`config.mk`:
```
export PLATFORM = sky130hd
export DESIGN_NAME = reg_share_arbiter
export DESIGN_NICKNAME = d
export VERILOG_FILES = /design/src/rtl/reg_share_pkg.sv /design/src/rtl/reg_share_arbiter_rr_pick.sv /design/src/rtl/reg_share_arbiter.sv
export SDC_FILE = /design/constraint.sdc
export NUM_CORES = 1
export LEC_CHECK = 0
export CORE_ASPECT_RATIO = 0.75
export CORE_MARGIN = 2
export CORE_UTILIZATION = 39
export DETAILED_ROUTE_END_ITERATION = 7
export HOLD_SLACK_MARGIN = 0.1
export PLACE_DENSITY = 0.84
export SLEW_MARGIN = 20
export SYNTH_ARGS = -nofsm -noshare
export SYNTH_HDL_FRONTEND = slang
export SYNTH_SLANG_ARGS = --single-unit
```
`constraint.sdc`:
```
create_clock -name aclk -period 5.02 [get_ports aclk]
set_input_delay 0.502 -clock aclk [delete_from_list [all_inputs] [get_ports aclk]]
set_output_delay 0.502 -clock aclk [all_outputs]
set_load 0.005 [all_outputs]
```
`src/rtl/reg_share_pkg.sv`:
```
// reg_share_pkg
//   Shared types and helpers for the register-sharing round-robin arbiter.
//   - NREQ_MAX : largest supported requester count
//   - owner_t  : writer index wide enough for NREQ_MAX requesters
//   - rr_next  : priority pointer update after a grant
package reg_share_pkg;

    localparam int NREQ_MAX = 16;
    localparam int OWNER_W  = $clog2(NREQ_MAX);

    typedef logic [OWNER_W-1:0] owner_t;

    // The pointer moves to the slot just after the winner, wrapping at nreq
    // rather than at the power of two. A winner index outside the active
    // range means nobody was granted, so the pointer is left unchanged.
    function automatic owner_t rr_next(input owner_t ptr, input owner_t winner, input int nreq);
        if (int'(winner) >= nreq) begin
            return ptr;
        end else if (int'(winner) == nreq - 1) begin
            return '0;
        end else begin
            return winner + owner_t'(1);
        end
    endfunction

endpackage

```
`src/rtl/reg_share_arbiter_rr_pick.sv`:
```
// rr_pick
//   Combinational round-robin picker. It finds the first set bit of i_valid,
//   starting the scan at i_ptr and wrapping modulo NREQ.
//   Ports:
//     i_valid  [NREQ-1:0]  request vector
//     i_ptr    [PW-1:0]    index that has the highest priority this cycle
//     o_grant  [NREQ-1:0]  one-hot grant, or zero when nothing is valid
//     o_winner [PW-1:0]    binary index of the granted requester
//     o_any                at least one request is valid
module rr_pick #(
    parameter int NREQ = 4,
    parameter int PW   = $clog2(NREQ)
) (
    input  logic [NREQ-1:0] i_valid,
    input  logic [PW-1:0]   i_ptr,
    output logic [NREQ-1:0] o_grant,
    output logic [PW-1:0]   o_winner,
    output logic            o_any
);

    logic [NREQ-1:0]   w_mask;
    logic [2*NREQ-1:0] w_dbl;
    int                w_sel;

    // w_mask keeps only the requesters at or above the pointer.
    for (genvar gi = 0; gi < NREQ; gi++) begin : g_mask
        assign w_mask[gi] = (PW'(gi) >= i_ptr);
    end

    // The low copy holds the requesters at or above ptr. The high copy is the
    // unmasked vector and supplies the wrap-around candidates. The lowest set
    // bit of the pair, taken modulo NREQ, is the round-robin winner.
    assign w_dbl = {i_valid, i_valid & w_mask};
    assign o_any = |i_valid;

    always_comb begin
        w_sel    = 0;
        o_grant  = '0;
        // Scan downwards so that the lowest set bit is the last one written.
        for (int j = 2*NREQ - 1; j >= 0; j--) begin
            if (w_dbl[j]) begin
                w_sel = j;
            end
        end
        if (w_sel >= NREQ) begin
            w_sel = w_sel - NREQ;
        end
        o_winner = PW'(w_sel);
        if (o_any) begin
            o_grant[o_winner] = 1'b1;
        end
    end

endmodule

```
`src/rtl/reg_share_arbiter.sv`:
```
// reg_share_arbiter
//   Shares one WIDTH-bit register between NREQ writers. At most one write is
//   accepted per cycle, and the writers are served in round-robin order.
//   Ports:
//     aclk, srst        clock and synchronous active-high reset
//     en                arbitration enable; 0 holds all grants low, ptr frozen
//     req_valid[NREQ]   write requests
//     req_data          write data, requester i at [i*WIDTH +: WIDTH]
//     req_ready[NREQ]   grants, one-hot or zero (combinational)
//     q                 shared register value
//     q_owner           index of the last accepted writer
//     q_upd             high for one cycle after each accepted write
module reg_share_arbiter
    import reg_share_pkg::*;
#(
    parameter int              NREQ    = 4,
    parameter int              WIDTH   = 8,
    parameter logic [WIDTH-1:0] RST_VAL = '0
) (
    input  logic                    aclk,
    input  logic                    srst,
    input  logic                    en,
    input  logic [NREQ-1:0]         req_valid,
    input  logic [NREQ*WIDTH-1:0]   req_data,
    output logic [NREQ-1:0]         req_ready,
    output logic [WIDTH-1:0]        q,
    output logic [$clog2(NREQ)-1:0] q_owner,
    output logic                    q_upd
);

    localparam int PW = $clog2(NREQ);

    logic [PW-1:0]    r_ptr;
    logic [WIDTH-1:0] r_q;
    logic [PW-1:0]    r_owner;
    logic             r_upd;

    logic [NREQ-1:0]  w_grant;
    logic [PW-1:0]    w_win;
    logic             w_any;
    logic             w_go;

    rr_pick #(
        .NREQ (NREQ),
        .PW   (PW)
    ) u_pick (
        .i_valid  (req_valid),
        .i_ptr    (r_ptr),
        .o_grant  (w_grant),
        .o_winner (w_win),
        .o_any    (w_any)
    );

    // A grant is issued only when arbitration is enabled and reset is low.
    // Reset blocks the handshake, so no write can coincide with a reset edge.
    assign w_go      = w_any & en & ~srst;
    assign req_ready = w_go ? w_grant : '0;

    always_ff @(posedge aclk) begin
        if (srst) begin
            r_q     <= RST_VAL;
            r_owner <= '0;
            r_upd   <= 1'b0;
            r_ptr   <= '0;
        end else if (w_go) begin
            r_q     <= req_data[w_win*WIDTH +: WIDTH];
            r_owner <= w_win;
            r_upd   <= 1'b1;
            r_ptr   <= PW'(rr_next(owner_t'(r_ptr), owner_t'(w_win), NREQ));
        end else begin
            r_upd   <= 1'b0;
        end
    end

    assign q       = r_q;
    assign q_owner = r_owner;
    assign q_upd   = r_upd;

endmodule

```
==> impl_metrics.env <==
export IMPL_status="completed"
export IMPL_yosys_area_share_adder_pct=1.445
export IMPL_yosysTopAreaCell="dfxtp_1"
export IMPL_required_ps=4520
export IMPL_wire_per_inst_um=15.16
export IMPL_tritoncts="built"
export IMPL_syn_cell_area_sq_um=865.8
export IMPL_io_pins=54
export IMPL_synth_top_flop_cell="dfxtp_1"
export IMPL_ys_seq_area_share_pct=30.06
export IMPL_wirelength_met1_mm=1.135
export IMPL_timing_critical_path_cells="clkdlybuf4s50_1 > nor2b_1 > a211o_1 > and2_1 > clkinv_1 > ha_1 > and2_1 > clkdlybuf4s50_1"
export IMPL_met3WireLength_um=273
export IMPL_switching_share_pct=31.23
export IMPL_ctsHoldBuffers=0
export IMPL_path_buf_inv=3
export IMPL_dieArea_sq_um=2617
export IMPL_die_height_um=44.81
export IMPL_overflow=0
export IMPL_drc=0
export IMPL_start_util_pct=42.25
export IMPL_yosys_area_top_type_share_pct=30.06
export IMPL_seq_power_share_pct=37.9
export IMPL_grt_max_degree=15
export IMPL_hold_class="reg -> reg"
export IMPL_maxCapViolCount=0
export IMPL_cellLeakagePower_uw=0.0005209
export IMPL_synth_compound_area_share_pct=26.01
export IMPL_routed_wl_mm=2.531
export IMPL_critPathLaunchType="primary input"
export IMPL_fmax_ghz=0.2641
export IMPL_cts_buffers=3
export IMPL_ys_warn_count=0
export IMPL_p_int_uw=222.2
export IMPL_ys_async_sr_fraction_pct=0
export IMPL_drtIter0Drc=14
export IMPL_synth_avg_cell_area_sq_um=9.515
export IMPL_synth_area_leaders="dfxtp_1 (30%), mux2i_1 (9.2%), nor3b_1 (6.9%), o221ai_2 (6.9%), nand2_1 (6.5%)"
export IMPL_num_antenna_cells=0
export IMPL_regArea_sq_um=260.3
export IMPL_cp_arrival_ps=3280
export IMPL_drive_above_1_share_pct=16.78
export IMPL_hold_viol=0
export IMPL_clkPwrFrac_pct=20.0
export IMPL_clock_latency_ps=270
export IMPL_clkSlewWorstSetupHoldPaths_ps=80
export IMPL_post_dp_hpwl_mm=2.019
export IMPL_p_sw_uw=100.9
export IMPL_setup_violations=0
export IMPL_synth_fp_nets=131
export IMPL_postCtsResizedCells=0
export IMPL_setup_tns_ps=0
export IMPL_postRouteAntennaNets=0
export IMPL_grt_pass1_vias=880
export IMPL_synth_mux_area_fraction_pct=9.249
export IMPL_core_region_area_sq_um=2049
export IMPL_nFillCells=176
export IMPL_port_buffers=53
export IMPL_grt_pass1_wl_mm=4.084
export IMPL_end_kind="output port"
export IMPL_routed_via_count=867
export IMPL_power_per_cell_area_nw_per_um2=227.5
export IMPL_fin_nets=184
export IMPL_clk_path_buf_depth=2
export IMPL_ir_drop_uv=186.3
export IMPL_syn_instance_count=91
export IMPL_highest_layer="met4"
export IMPL_synth_top_family_by_area="simple AND/OR/NAND/NOR gates"
export IMPL_cpMaxStageDelayCell="and2_1"
export IMPL_avgViaCountPerCell=5.192
export IMPL_cts_setup_buffers=0
export IMPL_hold_slack_ps=442.4
export IMPL_antenna_found_initial=0
export IMPL_route_met2_wl_mm=1.101
export IMPL_final_max_slew_viol_count=0
export IMPL_cp_top_family="buffers and inverters"
export IMPL_cts_num_sinks=13
export IMPL_synth_edf_count=0
export IMPL_synthXorXnorAreaFrac_pct=0
export IMPL_yosys_area_share_simple_pct=28.18
export IMPL_die_w_um=58.41
export IMPL_period_share_pct=75.43
export IMPL_critPathMaxStageDelay_ps=610
export IMPL_ctsRootBufferMaster="clkbuf_4"
export IMPL_crit_type="in -> out"
export IMPL_rsz0062_at_grt="false"
export IMPL_skew_ps=5.969
export IMPL_crit_fanout=14
export IMPL_fin_crit_ps=3786
export IMPL_grt_total_usage_pct=21.17
export IMPL_area_growth_pct=64.02
export IMPL_p_comb_share_pct=42.1
export IMPL_rows=14
export IMPL_yosysUniqueCellTypes=31
export IMPL_ys_ff_latch=13
export IMPL_firstDrtPassIters=6
export IMPL_cts_htree_levels=1
export IMPL_tightest_slew_ps=934.6
export IMPL_worst_slew_margin_rel_pct=37.69
export IMPL_multi_input_area_sq_um=561.8
export IMPL_globalplace_congestion=0.7326
[power groups by stage]
stage | registers [uW] | logic [uW] | clock network (uW)
floorplan | 124 | 74.6 | 0
global placement | 124 | 132 | 0
detailed placement | 125 | 136 | 0
CTS | 123 | 137 | 65.6
global route | 124 | 148 | 70.6
finish | 123 | 136 | 64.5
[cells in the mapped netlist, types with 2 or more instances]
library cell and count:
mux2i_1 8, inv_2 2, nor2b_1 3, buf_2 2, o31ai_2 4, and2_1 2
dfxtp_1 13, a211oi_2 4, nand2_1 15, a211oi_1 4, nor2_1 3, o221ai_2 4
nor3b_1 8, nand2_4 2
[flip-flops by register name, summed over array words and instances, names as in the netlist]
register,flops
q,8
r_ptr,2
q_owner,2
q_upd,1
[area by class of cell]
type	count	area share, %
multi-input cells	70	39.56
repair buffers	53	37.36
flip-flops and latches	13	18.33
well taps	24	2.115
clock buffers	4	1.850
inverters	3	0.7930
[metal layers]
| metal | global-route usage (%) | vias to the layer above |
|---|---|---|
| met1 | 27.51 | 377 |
| li1 | - | 438 |
| met4 | 5.116 | 0 |
| met2 | 33.71 | 50 |
| met5 | 0 | - |
| met3 | 7.736 | 2 |
[worst reg2reg max path, delay by kind of cell (launching register included)]
| family | cells | cell delay (ps) |
|---|---|---|
| AO/OA/AOI/OAI | 2 | 330 |
| flip-flops | 1 | 350 |
| buffers and inverters | 1 | 460 |
| adder cells (fa/ha/maj) | 1 | 390 |
| AND/OR/NAND/NOR | 2 | 810 |
[path summary, 6_finish.rpt]
| path | from | endpoint | slack, ps | cells after the start |
|---|---|---|---|---|
| hold / removal | q_owner[0] | q_owner[0] | 440 | 2 |
| setup reg to reg | r_ptr[0] | r_ptr[1] | 2580 | 6 |
| setup / recovery | req_valid[2] | req_ready[0] | 1230 | 8 |
| hold reg to reg | q_owner[0] | q_owner[0] | 440 | 2 |
[per-stage QoR]
stage          total power [uW]  utilization, %  setup WS, ps  instance area (sq um)  instances
2_1_floorplan             198.9               -          2672                  865.8         91
3_3_place_gp              255.7           68.01          1344                   1394        163
3_5_place_dp              260.6           68.01          1248                   1394        163
4_1_cts                   325.0           69.29          1214                   1420        167
5_1_grt                   342.6           69.29          1033                   1420        167
6_report                  323.1           69.29          1234                   1420        167
[logic make-up (layout without fill, tap and decap cells)]
kind of cell | count (synthesis) | in the layout
multiplexers | 8 | 8
flip-flops | 13 | 13
buffers and inverters | 8 | 60
AND/OR/NAND/NOR | 40 | 40
adder cells (fa/ha/maj) | 1 | 1
AO/OA/AOI/OAI | 21 | 21
[placed cells by master, fill, tap and decap left out]
cell / count
a211o_1: 1
a211oi_1: 4
a211oi_2: 4
a21oi_1: 1
a22o_1: 1
and2_1: 2
clkbuf_1: 1
clkbuf_4: 3
clkdlybuf4s50_1: 53
clkinv_1: 1
dfxtp_1: 13
ha_1: 1
inv_2: 2
mux2i_1: 8
nand2_1: 15
nand2_4: 2
nor2_1: 3
nor2_2: 1
nor2b_1: 3
nor2b_2: 1
nor3b_1: 8
nor4_2: 1
nor4b_2: 1
o21ai_0: 1
o21bai_1: 1
o221ai_2: 4
o31ai_2: 4
or2_1: 1
or2_2: 1
or4_1: 1
Power figures use the tool's default switching activity.
